`config.mk`:
```
export PLATFORM = sky130hd
export DESIGN_NAME = voice_ram_arbiter_flat
export DESIGN_NICKNAME = d
export VERILOG_FILES = /design/src/rtl/voice_ram_arbiter_if.sv /design/src/rtl/voice_ram_arbiter.sv /design/src/flat_wrapper.sv
export SDC_FILE = /design/constraint.sdc
export NUM_CORES = 1
export LEC_CHECK = 0
export BUFFER_PORTS_ARGS = -buffer_cell sky130_fd_sc_hd__buf_4
export CAP_MARGIN = 30
export CORE_ASPECT_RATIO = 1.5
export CORE_MARGIN = 5
export CORE_UTILIZATION = 44
export CTS_BUF_LIST = sky130_fd_sc_hd__clkbuf_2 sky130_fd_sc_hd__clkbuf_4 sky130_fd_sc_hd__clkbuf_8
export DETAILED_ROUTE_END_ITERATION = 12
export GPL_ROUTABILITY_DRIVEN = 0
export PLACE_DENSITY = 0.87
export SETUP_SLACK_MARGIN = 0.3
export SKIP_CTS_REPAIR_TIMING = 1
export SLEW_MARGIN = 10
export SYNTH_ARGS = -nofsm -noshare
export SYNTH_HDL_FRONTEND = slang
export SYNTH_SLANG_ARGS = --single-unit
```
`constraint.sdc`:
```
create_clock -name clk -period 4.25 [get_ports clk]
set_clock_uncertainty 0.2 [all_clocks]
set_input_delay 0.425 -clock clk [delete_from_list [all_inputs] [get_ports clk]]
set_output_delay 0.425 -clock clk [all_outputs]
set_load 0.1 [all_outputs]
```
`src/rtl/voice_ram_arbiter_if.sv`:
```
// ---------------------------------------------------------------------------
// voice_ram_arbiter_if
// Bundles every signal of the voice sample RAM arbiter except clk/rst:
//   - sampler write port    : wr_req, wr_addr, wr_data, wr_ack
//   - comparator read port  : cmp_req, cmp_lock, cmp_addr, cmp_ack,
//                             cmp_rvalid, cmp_rdata
//   - host/debug read port  : host_req, host_addr, host_ack,
//                             host_rvalid, host_rdata
//   - RAM port              : ram_wr, ram_addr, ram_wdata, ram_rdata
//   - status                : locked, host_stall_cnt
// master : the requesters and the RAM (drive requests and ram_rdata)
// slave  : the arbiter itself
// ---------------------------------------------------------------------------
interface voice_ram_arbiter_if #(
    parameter int ADDR_W  = 12,
    parameter int DATA_W  = 32,
    parameter int STALL_W = 16
);
    logic                wr_req;
    logic [ADDR_W-1:0]   wr_addr;
    logic [DATA_W-1:0]   wr_data;
    logic                wr_ack;

    logic                cmp_req;
    logic                cmp_lock;
    logic [ADDR_W-1:0]   cmp_addr;
    logic                cmp_ack;
    logic                cmp_rvalid;
    logic [DATA_W-1:0]   cmp_rdata;

    logic                host_req;
    logic [ADDR_W-1:0]   host_addr;
    logic                host_ack;
    logic                host_rvalid;
    logic [DATA_W-1:0]   host_rdata;

    logic                ram_wr;
    logic [ADDR_W-1:0]   ram_addr;
    logic [DATA_W-1:0]   ram_wdata;
    logic [DATA_W-1:0]   ram_rdata;

    logic                locked;
    logic [STALL_W-1:0]  host_stall_cnt;

    modport master (
        output wr_req, wr_addr, wr_data,
        output cmp_req, cmp_lock, cmp_addr,
        output host_req, host_addr,
        output ram_rdata,
        input  wr_ack, cmp_ack, cmp_rvalid, cmp_rdata,
        input  host_ack, host_rvalid, host_rdata,
        input  ram_wr, ram_addr, ram_wdata,
        input  locked, host_stall_cnt
    );

    modport slave (
        input  wr_req, wr_addr, wr_data,
        input  cmp_req, cmp_lock, cmp_addr,
        input  host_req, host_addr,
        input  ram_rdata,
        output wr_ack, cmp_ack, cmp_rvalid, cmp_rdata,
        output host_ack, host_rvalid, host_rdata,
        output ram_wr, ram_addr, ram_wdata,
        output locked, host_stall_cnt
    );
endinterface

```
`src/rtl/voice_ram_arbiter.sv`:
```
// ---------------------------------------------------------------------------
// voice_ram_arbiter
// Shares the single-port voice sample RAM between the PDM sampler (writes,
// never stalled), the template comparator (streaming reads, optional burst
// lock) and the host/debug readout port.
// Ports:
//   clk  - clock
//   rst  - asynchronous, active-high reset
//   bus  - voice_ram_arbiter_if.slave carrying all request/ack, RAM and
//          status signals
// Acks are combinational from the current requests and arbiter state; the
// RAM port, read returns and status are registered.
// ---------------------------------------------------------------------------
module voice_ram_arbiter #(
    parameter int ADDR_W  = 12,
    parameter int DATA_W  = 32,
    parameter int RD_LAT  = 1,
    parameter int STALL_W = 16
) (
    input  logic               clk,
    input  logic               rst,
    voice_ram_arbiter_if.slave bus
);

    typedef enum logic [0:0] {
        ST_IDLE     = 1'b0,
        ST_LOCK_CMP = 1'b1
    } state_t;

    // Round-robin pointer names the reader granted most recently on a tie.
    localparam logic RR_CMP  = 1'b0;
    localparam logic RR_HOST = 1'b1;

    localparam logic [STALL_W-1:0] STALL_MAX = {STALL_W{1'b1}};
    localparam logic [STALL_W-1:0] STALL_ONE = {{(STALL_W-1){1'b0}}, 1'b1};

    state_t               state_q, state_d;
    logic                 rr_q, rr_d;

    logic                 wr_grant;
    logic                 cmp_grant;
    logic                 host_grant;

    logic                 ram_wr_q, ram_wr_d;
    logic [ADDR_W-1:0]    ram_addr_q, ram_addr_d;
    logic [DATA_W-1:0]    ram_wdata_q, ram_wdata_d;

    // Tag {cmp,host} per stage; the rvalid flops form the final stage.
    logic [RD_LAT-1:0][1:0] tag_q, tag_d;
    logic                 cmp_rvalid_q, cmp_rvalid_d;
    logic                 host_rvalid_q, host_rvalid_d;
    logic [DATA_W-1:0]    cmp_rdata_q, cmp_rdata_d;
    logic [DATA_W-1:0]    host_rdata_q, host_rdata_d;

    logic [STALL_W-1:0]   stall_q, stall_d;

    // Grant selection, round-robin update and lock state transitions.
    always_comb begin
        wr_grant   = 1'b0;
        cmp_grant  = 1'b0;
        host_grant = 1'b0;
        rr_d       = rr_q;
        state_d    = state_q;

        if (bus.wr_req) begin
            // Writes cannot stall; readers simply wait, pointer untouched.
            wr_grant = 1'b1;
        end else begin
            case (state_q)
                ST_IDLE: begin
                    if (bus.cmp_req && bus.host_req) begin
                        if (rr_q == RR_CMP) begin
                            host_grant = 1'b1;
                            rr_d       = RR_HOST;
                        end else begin
                            cmp_grant  = 1'b1;
                            rr_d       = RR_CMP;
                        end
                    end else if (bus.cmp_req) begin
                        cmp_grant = 1'b1;
                    end else if (bus.host_req) begin
                        host_grant = 1'b1;
                    end else begin
                        host_grant = 1'b0;
                    end
                end
                ST_LOCK_CMP: begin
                    // Host is shut out for the whole lock, even on idle cycles.
                    cmp_grant = bus.cmp_req;
                end
                default: begin
                    cmp_grant  = 1'b0;
                    host_grant = 1'b0;
                end
            endcase
        end

        // Lock exit depends only on cmp_lock, so a write never breaks a burst.
        case (state_q)
            ST_IDLE: begin
                if (cmp_grant && bus.cmp_lock) begin
                    state_d = ST_LOCK_CMP;
                end else begin
                    state_d = ST_IDLE;
                end
            end
            ST_LOCK_CMP: begin
                if (!bus.cmp_lock) begin
                    state_d = ST_IDLE;
                end else begin
                    state_d = ST_LOCK_CMP;
                end
            end
            default: begin
                state_d = ST_IDLE;
            end
        endcase
    end

    // RAM port next values; address and write data hold when nothing is acked.
    always_comb begin
        ram_wr_d    = wr_grant;
        ram_addr_d  = ram_addr_q;
        ram_wdata_d = ram_wdata_q;
        if (wr_grant) begin
            ram_addr_d  = bus.wr_addr;
            ram_wdata_d = bus.wr_data;
        end else if (cmp_grant) begin
            ram_addr_d  = bus.cmp_addr;
        end else if (host_grant) begin
            ram_addr_d  = bus.host_addr;
        end else begin
            ram_addr_d  = ram_addr_q;
        end
    end

    // Read-return tag pipeline and capture of ram_rdata into the owner's register.
    always_comb begin
        tag_d    = tag_q;
        tag_d[0] = {cmp_grant, host_grant};
        for (int k = 1; k < RD_LAT; k++) begin
            tag_d[k] = tag_q[k-1];
        end

        cmp_rvalid_d  = tag_q[RD_LAT-1][1];
        host_rvalid_d = tag_q[RD_LAT-1][0];

        if (tag_q[RD_LAT-1][1]) begin
            cmp_rdata_d = bus.ram_rdata;
        end else begin
            cmp_rdata_d = cmp_rdata_q;
        end

        if (tag_q[RD_LAT-1][0]) begin
            host_rdata_d = bus.ram_rdata;
        end else begin
            host_rdata_d = host_rdata_q;
        end
    end

    // Saturating count of cycles the host waited.
    always_comb begin
        if (bus.host_req && !host_grant && (stall_q != STALL_MAX)) begin
            stall_d = stall_q + STALL_ONE;
        end else begin
            stall_d = stall_q;
        end
    end

    // State, RAM port, read pipeline and counter registers.
    always_ff @(posedge clk or posedge rst) begin
        if (rst) begin
            state_q       <= ST_IDLE;
            rr_q          <= RR_CMP;
            ram_wr_q      <= 1'b0;
            ram_addr_q    <= {ADDR_W{1'b0}};
            ram_wdata_q   <= {DATA_W{1'b0}};
            tag_q         <= {(2*RD_LAT){1'b0}};
            cmp_rvalid_q  <= 1'b0;
            host_rvalid_q <= 1'b0;
            cmp_rdata_q   <= {DATA_W{1'b0}};
            host_rdata_q  <= {DATA_W{1'b0}};
            stall_q       <= {STALL_W{1'b0}};
        end else begin
            state_q       <= state_d;
            rr_q          <= rr_d;
            ram_wr_q      <= ram_wr_d;
            ram_addr_q    <= ram_addr_d;
            ram_wdata_q   <= ram_wdata_d;
            tag_q         <= tag_d;
            cmp_rvalid_q  <= cmp_rvalid_d;
            host_rvalid_q <= host_rvalid_d;
            cmp_rdata_q   <= cmp_rdata_d;
            host_rdata_q  <= host_rdata_d;
            stall_q       <= stall_d;
        end
    end

    assign bus.wr_ack         = wr_grant;
    assign bus.cmp_ack        = cmp_grant;
    assign bus.host_ack       = host_grant;
    assign bus.ram_wr         = ram_wr_q;
    assign bus.ram_addr       = ram_addr_q;
    assign bus.ram_wdata      = ram_wdata_q;
    assign bus.cmp_rvalid     = cmp_rvalid_q;
    assign bus.cmp_rdata      = cmp_rdata_q;
    assign bus.host_rvalid    = host_rvalid_q;
    assign bus.host_rdata     = host_rdata_q;
    assign bus.locked         = (state_q == ST_LOCK_CMP);
    assign bus.host_stall_cnt = stall_q;

endmodule

```
`src/flat_wrapper.sv`:
```
// flat-port wrapper written by rule: the top's interface ports become plain ports
module voice_ram_arbiter_flat 
#(
    parameter int ADDR_W  = 12,
    parameter int DATA_W  = 32,
    parameter int RD_LAT  = 1,
    parameter int STALL_W = 16
)
  (clk, rst, bus_wr_req, bus_wr_addr, bus_wr_data, bus_cmp_req, bus_cmp_lock, bus_cmp_addr, bus_host_req, bus_host_addr, bus_ram_rdata, bus_wr_ack, bus_cmp_ack, bus_cmp_rvalid, bus_cmp_rdata, bus_host_ack, bus_host_rvalid, bus_host_rdata, bus_ram_wr, bus_ram_addr, bus_ram_wdata, bus_locked, bus_host_stall_cnt);
  voice_ram_arbiter_if #(.ADDR_W(ADDR_W), .DATA_W(DATA_W), .STALL_W(STALL_W)) bus_i ();
  input  logic clk;
  input  logic rst;
  input wire logic [$bits(bus_i.wr_req)-1:0] bus_wr_req;
  input wire logic [$bits(bus_i.wr_addr)-1:0] bus_wr_addr;
  input wire logic [$bits(bus_i.wr_data)-1:0] bus_wr_data;
  input wire logic [$bits(bus_i.cmp_req)-1:0] bus_cmp_req;
  input wire logic [$bits(bus_i.cmp_lock)-1:0] bus_cmp_lock;
  input wire logic [$bits(bus_i.cmp_addr)-1:0] bus_cmp_addr;
  input wire logic [$bits(bus_i.host_req)-1:0] bus_host_req;
  input wire logic [$bits(bus_i.host_addr)-1:0] bus_host_addr;
  input wire logic [$bits(bus_i.ram_rdata)-1:0] bus_ram_rdata;
  output wire logic [$bits(bus_i.wr_ack)-1:0] bus_wr_ack;
  output wire logic [$bits(bus_i.cmp_ack)-1:0] bus_cmp_ack;
  output wire logic [$bits(bus_i.cmp_rvalid)-1:0] bus_cmp_rvalid;
  output wire logic [$bits(bus_i.cmp_rdata)-1:0] bus_cmp_rdata;
  output wire logic [$bits(bus_i.host_ack)-1:0] bus_host_ack;
  output wire logic [$bits(bus_i.host_rvalid)-1:0] bus_host_rvalid;
  output wire logic [$bits(bus_i.host_rdata)-1:0] bus_host_rdata;
  output wire logic [$bits(bus_i.ram_wr)-1:0] bus_ram_wr;
  output wire logic [$bits(bus_i.ram_addr)-1:0] bus_ram_addr;
  output wire logic [$bits(bus_i.ram_wdata)-1:0] bus_ram_wdata;
  output wire logic [$bits(bus_i.locked)-1:0] bus_locked;
  output wire logic [$bits(bus_i.host_stall_cnt)-1:0] bus_host_stall_cnt;
  assign bus_i.wr_req = bus_wr_req;
  assign bus_i.wr_addr = bus_wr_addr;
  assign bus_i.wr_data = bus_wr_data;
  assign bus_i.cmp_req = bus_cmp_req;
  assign bus_i.cmp_lock = bus_cmp_lock;
  assign bus_i.cmp_addr = bus_cmp_addr;
  assign bus_i.host_req = bus_host_req;
  assign bus_i.host_addr = bus_host_addr;
  assign bus_i.ram_rdata = bus_ram_rdata;
  assign bus_wr_ack = bus_i.wr_ack;
  assign bus_cmp_ack = bus_i.cmp_ack;
  assign bus_cmp_rvalid = bus_i.cmp_rvalid;
  assign bus_cmp_rdata = bus_i.cmp_rdata;
  assign bus_host_ack = bus_i.host_ack;
  assign bus_host_rvalid = bus_i.host_rvalid;
  assign bus_host_rdata = bus_i.host_rdata;
  assign bus_ram_wr = bus_i.ram_wr;
  assign bus_ram_addr = bus_i.ram_addr;
  assign bus_ram_wdata = bus_i.ram_wdata;
  assign bus_locked = bus_i.locked;
  assign bus_host_stall_cnt = bus_i.host_stall_cnt;
  voice_ram_arbiter #(.ADDR_W(ADDR_W), .DATA_W(DATA_W), .RD_LAT(RD_LAT), .STALL_W(STALL_W)) u_core (.clk(clk), .rst(rst), .bus(bus_i));
endmodule
```
# Word-level counts from Yosys, hierarchy flattened

Index checks and enable logic that the tools add are counted.

Flip-flop bits (word level): 131
Output and inout port bits: 131
Logic and storage cells: 40

Add/subtract/negate cells: 1
Eq/ne operators: 1
Multiplexer cells: 18
Bitwise gates (word level): 2
Reduce and logical (&&, ||, !) cells: 7

Operators with widths:

| operator                                       | count |
|---|---|
| 2-to-1 mux 12 bit                              | 3 |
| adder 16 x 1 -> 16 bit (second input constant) | 1 |
| inequality test 16 bit (second input constant) | 1 |
| 2-to-1 mux 1 bit                               | 13 |
| logical AND 1 bit                              | 4 |
| one-hot mux 1 bit (2 select lines)             | 2 |
| AND reduction 3 bit                            | 1 |
| nonzero test 3 bit                             | 1 |
| inverter 1 bit                                 | 2 |
| zero test 1 bit                                | 1 |

# Longest topological paths before layout

Depth in word-level cells: 8
Gate-level depth with buffers: 7
Mapped depth without buffers: 5

# Worst setup path before layout

No wires, ideal clock.

Kind: reg2out
From: reg u_core.state_q, in the netlist u_core.bus.locked
To: out bus_host_ack
Arrival time: 2.507 ns
Data required time: 3.625 ns
Path slack: 1.118 ns
Stages on the path, launching flop included: 3
Path buffers: 0
Path through: dfrtp_1 -> a211o_1 -> nor2_1

Cells in the longest elaborated chain, start to end: 2

Ends and longest elaborated chain:

| what                   | line                     | source |
|---|---|---|
| from (decl)            | voice_ram_arbiter.sv:37  | `state_t state_q, state_d;` |
| from (signal assigned) | voice_ram_arbiter.sv:185 | `state_q <= state_d;` |
| 2-to-1 mux 1 bit       | voice_ram_arbiter.sv:69  | `case (state_q)` |
| 2-to-1 mux 1 bit       | voice_ram_arbiter.sv:65  | `if (bus.wr_req) begin` |
| to (decl)              | flat_wrapper.sv:26       | `output wire logic [$bits(bus_i.host_ack)-1:0] bus_host_ack;` |

No other way between the ends.

# Worst setup path in the final report

From: in bus_wr_req
To: out bus_cmp_ack

Cells in the longest elaborated chain, start to end: 1

Ends and longest elaborated chain:

| what             | line                    | source |
|---|---|---|
| from (decl)      | flat_wrapper.sv:13      | `input wire logic [$bits(bus_i.wr_req)-1:0] bus_wr_req;` |
| 2-to-1 mux 1 bit | voice_ram_arbiter.sv:65 |  |
| to (decl)        | flat_wrapper.sv:23      | `output wire logic [$bits(bus_i.cmp_ack)-1:0] bus_cmp_ack;` |

No other way between the ends.

==> results.yml <==
outcome:
  status: "finished, final reports clean"
synth:
  yosys_warnings: 0
  ys_ff_latch: 131
  postSynthAreaPerCell_sq_um: 14.6
  synth_top_area_frac: 0.630
  ys_async_sr_fraction: 1.00
  synth_edf_count: 0
  syn_area_sq_mm: 0.00521
  synthDistinctLibCells: 38
  syn_inst: 356
  seq_area_frac_synth: 0.630
  yosysTopAreaCell: "dfrtp_1"
  synth.area.top_cells: "dfrtp_1, mux2_2, mux2i_1"
  ys.flop_type: "dfrtp_1"
  syn_nets: 463
clock_network:
  cts.clk_slew.worst_paths_ns: 0.07
  cts_tree: "built"
  cts.sinks: 131
  cts_inserted_buffers: 17
  ctsHtreeMaxLevel: 4
  clock-root-buffer: "clkbuf_8"
  clkLatencyLatePin_ns: 0.43
  cts_max_path_buffers: 2
grt:
  grt_max_degree: 69
  grt_usage: 0.195
  grt_first_pass_wirelength_um: 21500
  grt_pass1_vias: 4239
  overflow: 0
  antenna_found_initial: 0
floorplan:
  die_area_sq_mm: 0.0142
  start_util: 0.451
  dieHeight_um: 143
  core.rowCount: 48
  core_sq_mm: 0.0115
  num_io_pins: 237
  dieWidth_um: 98.8
timing:
  finalMaxSlewViolations: 0
  whs_ns: 0.0261
  slew_headroom: 0.588
  hold_viol_final: 0
  fin_tns_setup_ns: 0
  worst_slew_pin_slew_ns: 0.602
  fin_crit_ns: 2.54
  finalSetupViolations: 0
  timing.fmax_ghz: 0.394
  rsz0062_at_grt: "false"
  min_period_over_period: 0.597
min_path:
  min_to: "u_core.bus.ram_wdata[30]"
  whs_path_depth: 2
  hold_path_class: "primary input to flip-flop"
  holdCritStartpoint: "bus_wr_data[30]"
power_and_ir_drop:
  leakage_nw: 3.61
  vdd_drop_max_mv: 0.615
  power_density_mw_per_mm2: 798
  power_mw: 6.08
routing:
  dr.pass1.iters: 5
  avgViaCountPerCell: 5.19
  routed_wl_um: 13700
  drt_iter0_markers: 76
  via_count: 3966
  drc_errors: 0
  ant_nets: 0
  wl_per_cell_um: 17.9
finish:
  mostFrequentLayoutCells: "buf_4, dfrtp_1, mux2_2"
  num-nets-final: 709
  diodes: 0
  syn_to_final_growth_pct: 46.3
  layout_commonest_cell: "buf_4"
  final_cells: 764
  drive_above_1_share: 0.612
worst_setup_path:
  worstSetupEndpointType: "primary output"
  crit_path_start: "bus_wr_req"
  r2r_slack_ns: 2.01
  worstSetupPathType: "primary input to primary output"
  startpoint_type: "primary input"
  critPathRequiredTime_ns: 3.62
  rr_worst_depth: 5
  crit_arrival_ns: 1.91
  crit_path_max_fanout: 38
  worstReg2RegEnd: "u_core.bus.host_stall_cnt[1]"
  r2r_start: "u_core.bus.host_stall_cnt[0]"
job:
  timing.max_cap.violations: 0
placement:
  dp_hpwl_um: 10400
  portBuffers: 236
  post-place-cells: 728
## sequential cells by signal, summed over array words and instances, names as in the netlist
name,count
u_core.bus.host_rvalid,1
u_core.bus.ram_addr,12
u_core.rr_q,1
u_core.bus.host_rdata,32
u_core.bus.cmp_rdata,32
u_core.bus.cmp_rvalid,1
u_core.bus.locked,1
u_core.bus.ram_wr,1
u_core.tag_q,2
u_core.bus.ram_wdata,32
u_core.bus.host_stall_cnt,16
## per-layer routing
metal | global-route usage | wire, um
met2 | 0.357 | 7620
met3 | 0.0567 | 975
met4 | 0.0978 | 507
met5 | 0 | 0
met1 | 0.199 | 4600
## where the power goes
part	switching, mW	internal (mW)	leakage (nW)	total, mW
clock network	0.460	0.635	0.212	1.10
registers	0.197	1.54	1.55	1.74
logic	2.55	0.693	1.85	3.25
total	3.21	2.87	3.61	6.08
## worst max path at each step
stage / to / slack [ns] / cells after the start
3_5_place_dp: bus_cmp_ack / 1.71 / 5
4_1_cts: bus_cmp_ack / 1.72 / 5
2_1_floorplan: bus_host_ack / 1.12 / 2
6_report: bus_cmp_ack / 1.71 / 5
5_1_grt: bus_cmp_ack / 1.63 / 5
3_3_place_gp: u_core.bus.host_stall_cnt[15] / 1.75 / 5
## synthesized netlist by cell type, drive strengths merged (2+ instances only)
cell,instances
nand4,4
a211oi,2
mux2i,14
a21oi,16
nor4,3
xor2,8
o22ai,12
a2111oi,3
nand3,3
nor3,3
nor2,6
nor4b,2
and2,2
nand2,8
clkbuf,9
dfrtp,131
inv,6
and3,3
buf,10
mux2,99
xnor2,2
## stage by stage
stage	cell area [sq um]	utilization	worst slack (ns)
2_1_floorplan	5210	-	1.12
3_3_place_gp	7140	0.619	1.75
3_5_place_dp	7140	0.619	1.71
4_1_cts	7560	0.655	1.72
5_1_grt	7620	0.661	1.63
6_report	7620	0.661	1.71
## final cells by class
cell class,instances,area [sq um]
inverters,6,26.3
well taps,150,188
clock inverters,9,129
multi-input cells,200,1820
clock buffers,22,290
fillers,869,3910
repair buffers,246,1880
flip-flops and latches,131,3280
## cell families (layout without fill, tap and decap cells)
family	Yosys count	count (layout)	synth area share
XOR/XNOR	10	10	0.0168
AO/OA/AOI/OAI	38	38	0.0457
multiplexers	113	113	0.241
buffers and inverters	25	283	0.0199
flip-flops	131	131	0.630
AND/OR/NAND/NOR	38	38	0.0445
adder cells (fa/ha/maj)	1	1	0.00240
## critical path: stages
cell     delay, ns
buf_4         0.25
inv_1         0.40
o311a_1       0.24
buf_4         0.24
buf_4         0.34
(Power assumes the default switching activity.)
